$ cat src/rtl/arrow_key_decoder.sv
// PS/2 scan-code decoder for the four extended arrow keys: tracks held state
// through the E0/F0 prefix FSM and emits rate-limited step pulses for user_pos_ctl.
module arrow_key_decoder #(
    parameter int STEP_DIV = 650000,
    parameter int TIMEOUT  = 65000
) (
    input  logic       clk,
    input  logic       rst,
    input  logic [7:0] ps2_data,
    input  logic       ps2_valid,
    output logic [3:0] keys,
    output logic [3:0] held,
    output logic       seq_err
);

    localparam int CNT_W = $clog2(STEP_DIV);
    localparam int TMO_W = (TIMEOUT > 1) ? $clog2(TIMEOUT) : 1;
    localparam logic [CNT_W-1:0] CNT_LAST = CNT_W'(STEP_DIV - 1);
    localparam logic [TMO_W-1:0] TMO_LAST = TMO_W'(TIMEOUT - 1);

    typedef enum logic [1:0] {
        IDLE,
        EXT,
        EXT_BRK,
        BRK
    } state_t;

    state_t             state_q, state_d;
    logic [3:0]         held_q, held_d;
    logic [CNT_W-1:0]   cnt_q, cnt_d;
    logic [TMO_W-1:0]   tmo_q, tmo_d;
    logic               seq_err_q, seq_err_d;
    logic [3:0]         arrow_mask;
    logic               is_err_code;

    // One-hot {U,D,R,L} for an arrow scan code, zero for anything else.
    always_comb begin
        arrow_mask = 4'b0000;
        case (ps2_data)
            8'h75:   arrow_mask = 4'b1000;
            8'h72:   arrow_mask = 4'b0100;
            8'h74:   arrow_mask = 4'b0010;
            8'h6B:   arrow_mask = 4'b0001;
            default: arrow_mask = 4'b0000;
        endcase
    end

    assign is_err_code = (ps2_data == 8'h00) || (ps2_data == 8'hFF);

    always_comb begin
        state_d   = state_q;
        held_d    = held_q;
        tmo_d     = tmo_q;
        seq_err_d = 1'b0;

        if (ps2_valid) begin
            tmo_d = '0;
            if (is_err_code) begin
                held_d    = 4'b0000;
                state_d   = IDLE;
                seq_err_d = 1'b1;
            end else begin
                case (state_q)
                    IDLE: begin
                        if (ps2_data == 8'hE0)
                            state_d = EXT;
                        else if (ps2_data == 8'hF0)
                            state_d = BRK;
                    end
                    EXT: begin
                        if (ps2_data == 8'hF0) begin
                            state_d = EXT_BRK;
                        end else begin
                            held_d  = held_q | arrow_mask;
                            state_d = IDLE;
                        end
                    end
                    EXT_BRK: begin
                        held_d  = held_q & ~arrow_mask;
                        state_d = IDLE;
                    end
                    BRK:     state_d = IDLE;
                    default: state_d = IDLE;
                endcase
            end
        end else if (state_q == IDLE) begin
            tmo_d = '0;
        end else if (tmo_q == TMO_LAST) begin
            // Abandon the stalled prefix but keep whatever keys are held.
            state_d   = IDLE;
            tmo_d     = '0;
            seq_err_d = 1'b1;
        end else begin
            tmo_d = tmo_q + 1'b1;
        end
    end

    // Cadence keeps running across typematic repeats and extra presses.
    always_comb begin
        if (held_q == 4'b0000)
            cnt_d = '0;
        else if (cnt_q == CNT_LAST)
            cnt_d = '0;
        else
            cnt_d = cnt_q + 1'b1;
    end

    always_ff @(posedge clk) begin
        if (rst) begin
            state_q   <= IDLE;
            held_q    <= 4'b0000;
            cnt_q     <= '0;
            tmo_q     <= '0;
            seq_err_q <= 1'b0;
        end else begin
            state_q   <= state_d;
            held_q    <= held_d;
            cnt_q     <= cnt_d;
            tmo_q     <= tmo_d;
            seq_err_q <= seq_err_d;
        end
    end

    assign held    = held_q;
    assign seq_err = seq_err_q;
    assign keys    = (cnt_q == '0) ? held_q : 4'b0000;

endmodule

$ cat config.mk
export PLATFORM = sky130hd
export DESIGN_NAME = arrow_key_decoder
export DESIGN_NICKNAME = d
export VERILOG_FILES = /design/src/rtl/arrow_key_decoder.sv
export SDC_FILE = /design/constraint.sdc
export NUM_CORES = 1
export LEC_CHECK = 0
export ABC_CLOCK_PERIOD_IN_PS = 2000
export CAP_MARGIN = 20
export CORE_ASPECT_RATIO = 1.1
export CORE_UTILIZATION = 25
export CTS_BUF_LIST = sky130_fd_sc_hd__clkbuf_16
export CTS_CLUSTER_DIAMETER = 150
export DETAILED_ROUTE_END_ITERATION = 7
export GPL_TIMING_DRIVEN = 0
export PLACE_DENSITY_LB_ADDON = 0.15
export SLEW_MARGIN = 20
export SYNTH_ARGS = -nofsm -noshare
export SYNTH_HDL_FRONTEND = slang
export SYNTH_SLANG_ARGS = --single-unit
$ cat constraint.sdc
create_clock -name clk -period 2 [get_ports clk]
set_clock_uncertainty 0.05 [all_clocks]
set_input_delay 0.6 -clock clk [delete_from_list [all_inputs] [get_ports clk]]
set_output_delay 0.6 -clock clk [all_outputs]
set_load 0.05 [all_outputs]
Word level (Yosys, flattened, before mapping)
Index checks and enable logic that the tools add are counted.
Storage, ports and cells
  bits in registers: 43
  input bits: 11
  output and inout port bits: 9
Operators by class
  add/sub/neg operators: 2
  eq/ne operators: 15
  mux-type cells: 17
  bitwise logic cells: 3
  reduce and logical (&&, ||, !) cells: 12
Operator list (number)
  == test 8 x 7 -> 1 bit (second input constant): 4
  == test 8 bit (second input constant): 3
  adder 20 x 1 -> 20 bit (second input constant): 1
  == test 20 bit (second input constant): 1
  zero test 20 bit: 1
  adder 16 x 1 -> 16 bit (second input constant): 1
  == test 16 bit (second input constant): 1
  case mux 4 bit (4 select lines): 1
  two-way mux 2 bit: 7
  two-way mux 4 bit: 3
  zero test 8 bit: 1
  case mux 4 bit (2 select lines): 1
  case mux 2 bit (3 select lines): 1
  AND reduction 3 bit: 2
  bitwise AND 4 bit: 1
  == test 2 bit (second input constant): 2
  zero test 4 bit: 1
  two-way mux 1 bit: 4
  != test 4 bit (second input constant): 1
  NOT 4 bit: 1
  OR 4 bit: 1
  OR reduction 4 bit: 1
  != test 3 bit (second input constant): 1
  nonzero test 3 bit: 1
  7 further kinds: 7

Longest topological paths before layout
  depth after elaboration: 6
  gate-level depth with buffers: 7
  gate-level depth less buffers: 6

Worst setup path before layout
Ideal clock, no wire load.
  kind: register -> output
  start point: reg cnt_q[0]
  end point: out keys[0]
  arrival: 1566 ps
  required time: 1350 ps
  setup slack: -216 ps
  stages on the path, launching flop included: 7
  path buffers: 0
  path through: dfxtp_1 -> inv_1 -> ha_1 -> nor4b_1 -> nand4_1 -> nor4_1 -> and2_1
On the way
  longest elaborated chain between the ends: 2
RTL lines
  start, declared: line 30  | logic [CNT_W-1:0] cnt_q, cnt_d;
  start signal, assigned: line 118  | cnt_q <= cnt_d;
  zero test 20 bit: line 126  | assign keys = (cnt_q == '0) ? held_q : 4'b0000;
  two-way mux 4 bit: line 126
  end, declared: line 11  | output logic [3:0] keys,
Every way passes these cells.

Worst setup path after layout
  start point: reg cnt_q[1]
  end point: out keys[2]
The elaborated chain is that of the path after synthesis.

==> results.ini <==
[place]
gp_congestion = 0.7325
dp_hpwl_um = 3560
dp_cells = 387
place_area_um2 = 2525
pre_cts_slack_ns = -0.8736
io_buffers = 17

[worst_hold_path]
hold_class = reg2reg

[sta]
period_needed_ns = 2.384
drv_slew = 0
clock.fmax_ghz = 0.4195
worst_slew_pin_slew_ns = 0.4826
finalSetupViolCount = 4
final_hold_viol_count = 0
layout_setup_ws_ns = -0.3840
rsz0062_at_grt = yes
hold_slack_ns = 0.3892
max_slew_margin_pct = 67.96
period_share_pct = 119.2

[route]
vias = 1947
wl_um = 5155
first_iter_violations = 55
avgViaCountPerCell = 4.904
postRouteAntennaNets = 0
wl_per_cell_um = 12.98
drc = 0
dr.pass1.iters = 5

[cts]
htreeDepth = 2
cts_buffers = 5
clk_pin_slew_ns = 0.06
tritoncts = done
cts_buffer_depth = 2
cts.sinks = 43
clk_latency_ns = 0.28
cts_hold_buf = 0
cts-root-buf = clkbuf_16

[logic_synthesis]
ys_ff_latch = 43
syn_nets = 273
synth_flop_cell = dfxtp_1
synth_top_area_share_pct = 39.65
async_flop_share_pct = 0
syn_area_um2 = 2171
postSynthAreaPerCell_um2 = 8.382
ys_warn_count = 0
yosys.cell_types.count = 42
ys_seq_area_share_pct = 39.65
synth_edf_count = 0
netlist_instances = 259
synthTopCellsByArea = dfxtp_1, nor2_1, xnor2_1
yosysTopAreaCell = dfxtp_1

[cells_and_area]
num-nets-final = 300
instances_no_fill = 397
fillers = 902
drive_above_1_share_pct = 18.53
final_common_cell = nor2_1
final_cell_mix = nor2_1, dfxtp_1, nand3_1
syn_to_final_growth_pct = 30.20
diodes = 0
design_area_um2 = 2826

[power_and_ir_drop]
power.density_nw_per_um2 = 640.0
ir_drop_v = 0.0004010
power_leakage_uw = 0.0009178

[grt]
globalRoute.totalOverflow = 0
antenna_found_initial = 0
track_usage_pct = 11.64
grt_max_degree = 13
grt_pass1_vias = 1841
grt_pass1_wl_um = 8728

[floorplan]
core_area_um2 = 8408
die_w_um = 90.85
initial_core_util_pct = 25.82
ioPinCount = 20
die_h_um = 99.73
die_area_um2 = 9060
placementRows = 35

[setup_path]
path_class = reg2out
startpoint_type = register
cp_data_arrival_time_ns = 1.73
worstPathRequired_ns = 1.35
cp_max_fo = 4
endpoint_kind = primary output

[flow_run]
maxCapViolations = 0

[outcome]
violations = setup timing
status = complete, but fails checks

-- power by group --
part / switching (uW) / internal [uW] / leakage, uW
logic: 31.7 / 23.4 / 0.000485
clock network: 320 / 578 / 0.0000811
registers: 0.425 / 856 / 0.000352
total: 352 / 1460 / 0.000918
-- per-stage QoR --
stage	power (uW)	util (%)	TNS, ns
after global placement	930.8	30.03	-8.378
final	1809	33.62	-1.526
after detailed placement	930.3	30.03	-8.173
after floorplan	900.5	-	-0.08814
after global routing	1870	33.62	-1.881
after CTS	1841	33.32	-1.604
-- cell type report --
cell class,instances,area [um2],share of cell area (%)
Buffer,6,30.03,1.062
Clock buffer,5,125.1,4.427
Clock inverter,2,33.78,1.195
Inverter,8,30.03,1.062
Multi-Input combinational cell,200,1383,48.92
Sequential cell,43,874.6,30.94
Tap cell,111,138.9,4.914
Timing Repair Buffer,22,211.5,7.481
-- registers in the layout, summed over array words and instances (netlist names) --
signal   flops
seq_err      1
tmo_q       16
state_q      2
cnt_q       20
held         4
-- logic make-up after synthesis --
| kind of cell | count (synthesis) | share of synthesized area, % |
|---|---|---|
| fa+ha+maj | 3 | 1.729 |
| flops | 43 | 39.65 |
| compound gates | 36 | 10.61 |
| buf+inv | 16 | 3.112 |
| simple gates | 137 | 35.16 |
| xor+xnor | 23 | 9.279 |
| mux | 1 | 0.4611 |
-- path summary, 6_finish.rpt --
| check | from | cells past startpoint | to | slack (ns) |
|---|---|---|---|---|
| worst max-delay path | cnt_q[1] | 7 | keys[2] | -0.38 |
| worst min-delay path | tmo_q[0] | 1 | tmo_q[0] | 0.39 |
| worst max register to register | cnt_q[4] | 5 | cnt_q[17] | 0.09 |
| worst min register to register | tmo_q[0] | 1 | tmo_q[0] | 0.39 |
-- critical path, stage by stage, from the launching register on --
cell     delay (ns)
dfxtp_2        0.32
inv_2          0.06
ha_4           0.13
nor4b_4        0.17
nand4_1        0.18
nor4_4         0.24
and2_4         0.21
buf_8          0.14
-- routing by layer --
metal / vias to the layer above / GRT usage (%) / share of wire, %
li1: 1004 / - / -
met1: 902 / 14.74 / 49
met2: 36 / 20.16 / 47
met3: 5 / 2.217 / 3.0
met4: 0 / 3.297 / 1.3
met5: - / 0 / 0
-- what timing repair did --
| action | in CTS | in global routing |
|---|---|---|
| buffers inserted | 5 | 0 |
| gates resized for setup | 66 | 9 |
| hold endpoints to repair | 0 | 0 |
| cloned | 0 | 0 |
| endpoints found under the setup margin | 26 | 28 |
| pin swaps | 15 | 2 |
-- cell usage after synthesis, types with 5 or more instances --
cell type,count
xor2_1,10
inv_1,8
or3_1,8
a21oi_1,10
dfxtp_1,43
nand3_1,16
xnor2_1,13
or4_1,8
o31ai_1,6
nand2_1,10
and2_1,5
nor2_1,36
nor3_1,6
o21ai_0,9
nand4_1,15
nor4_1,9
No activity file was read; power rests on OpenSTA's default activity.
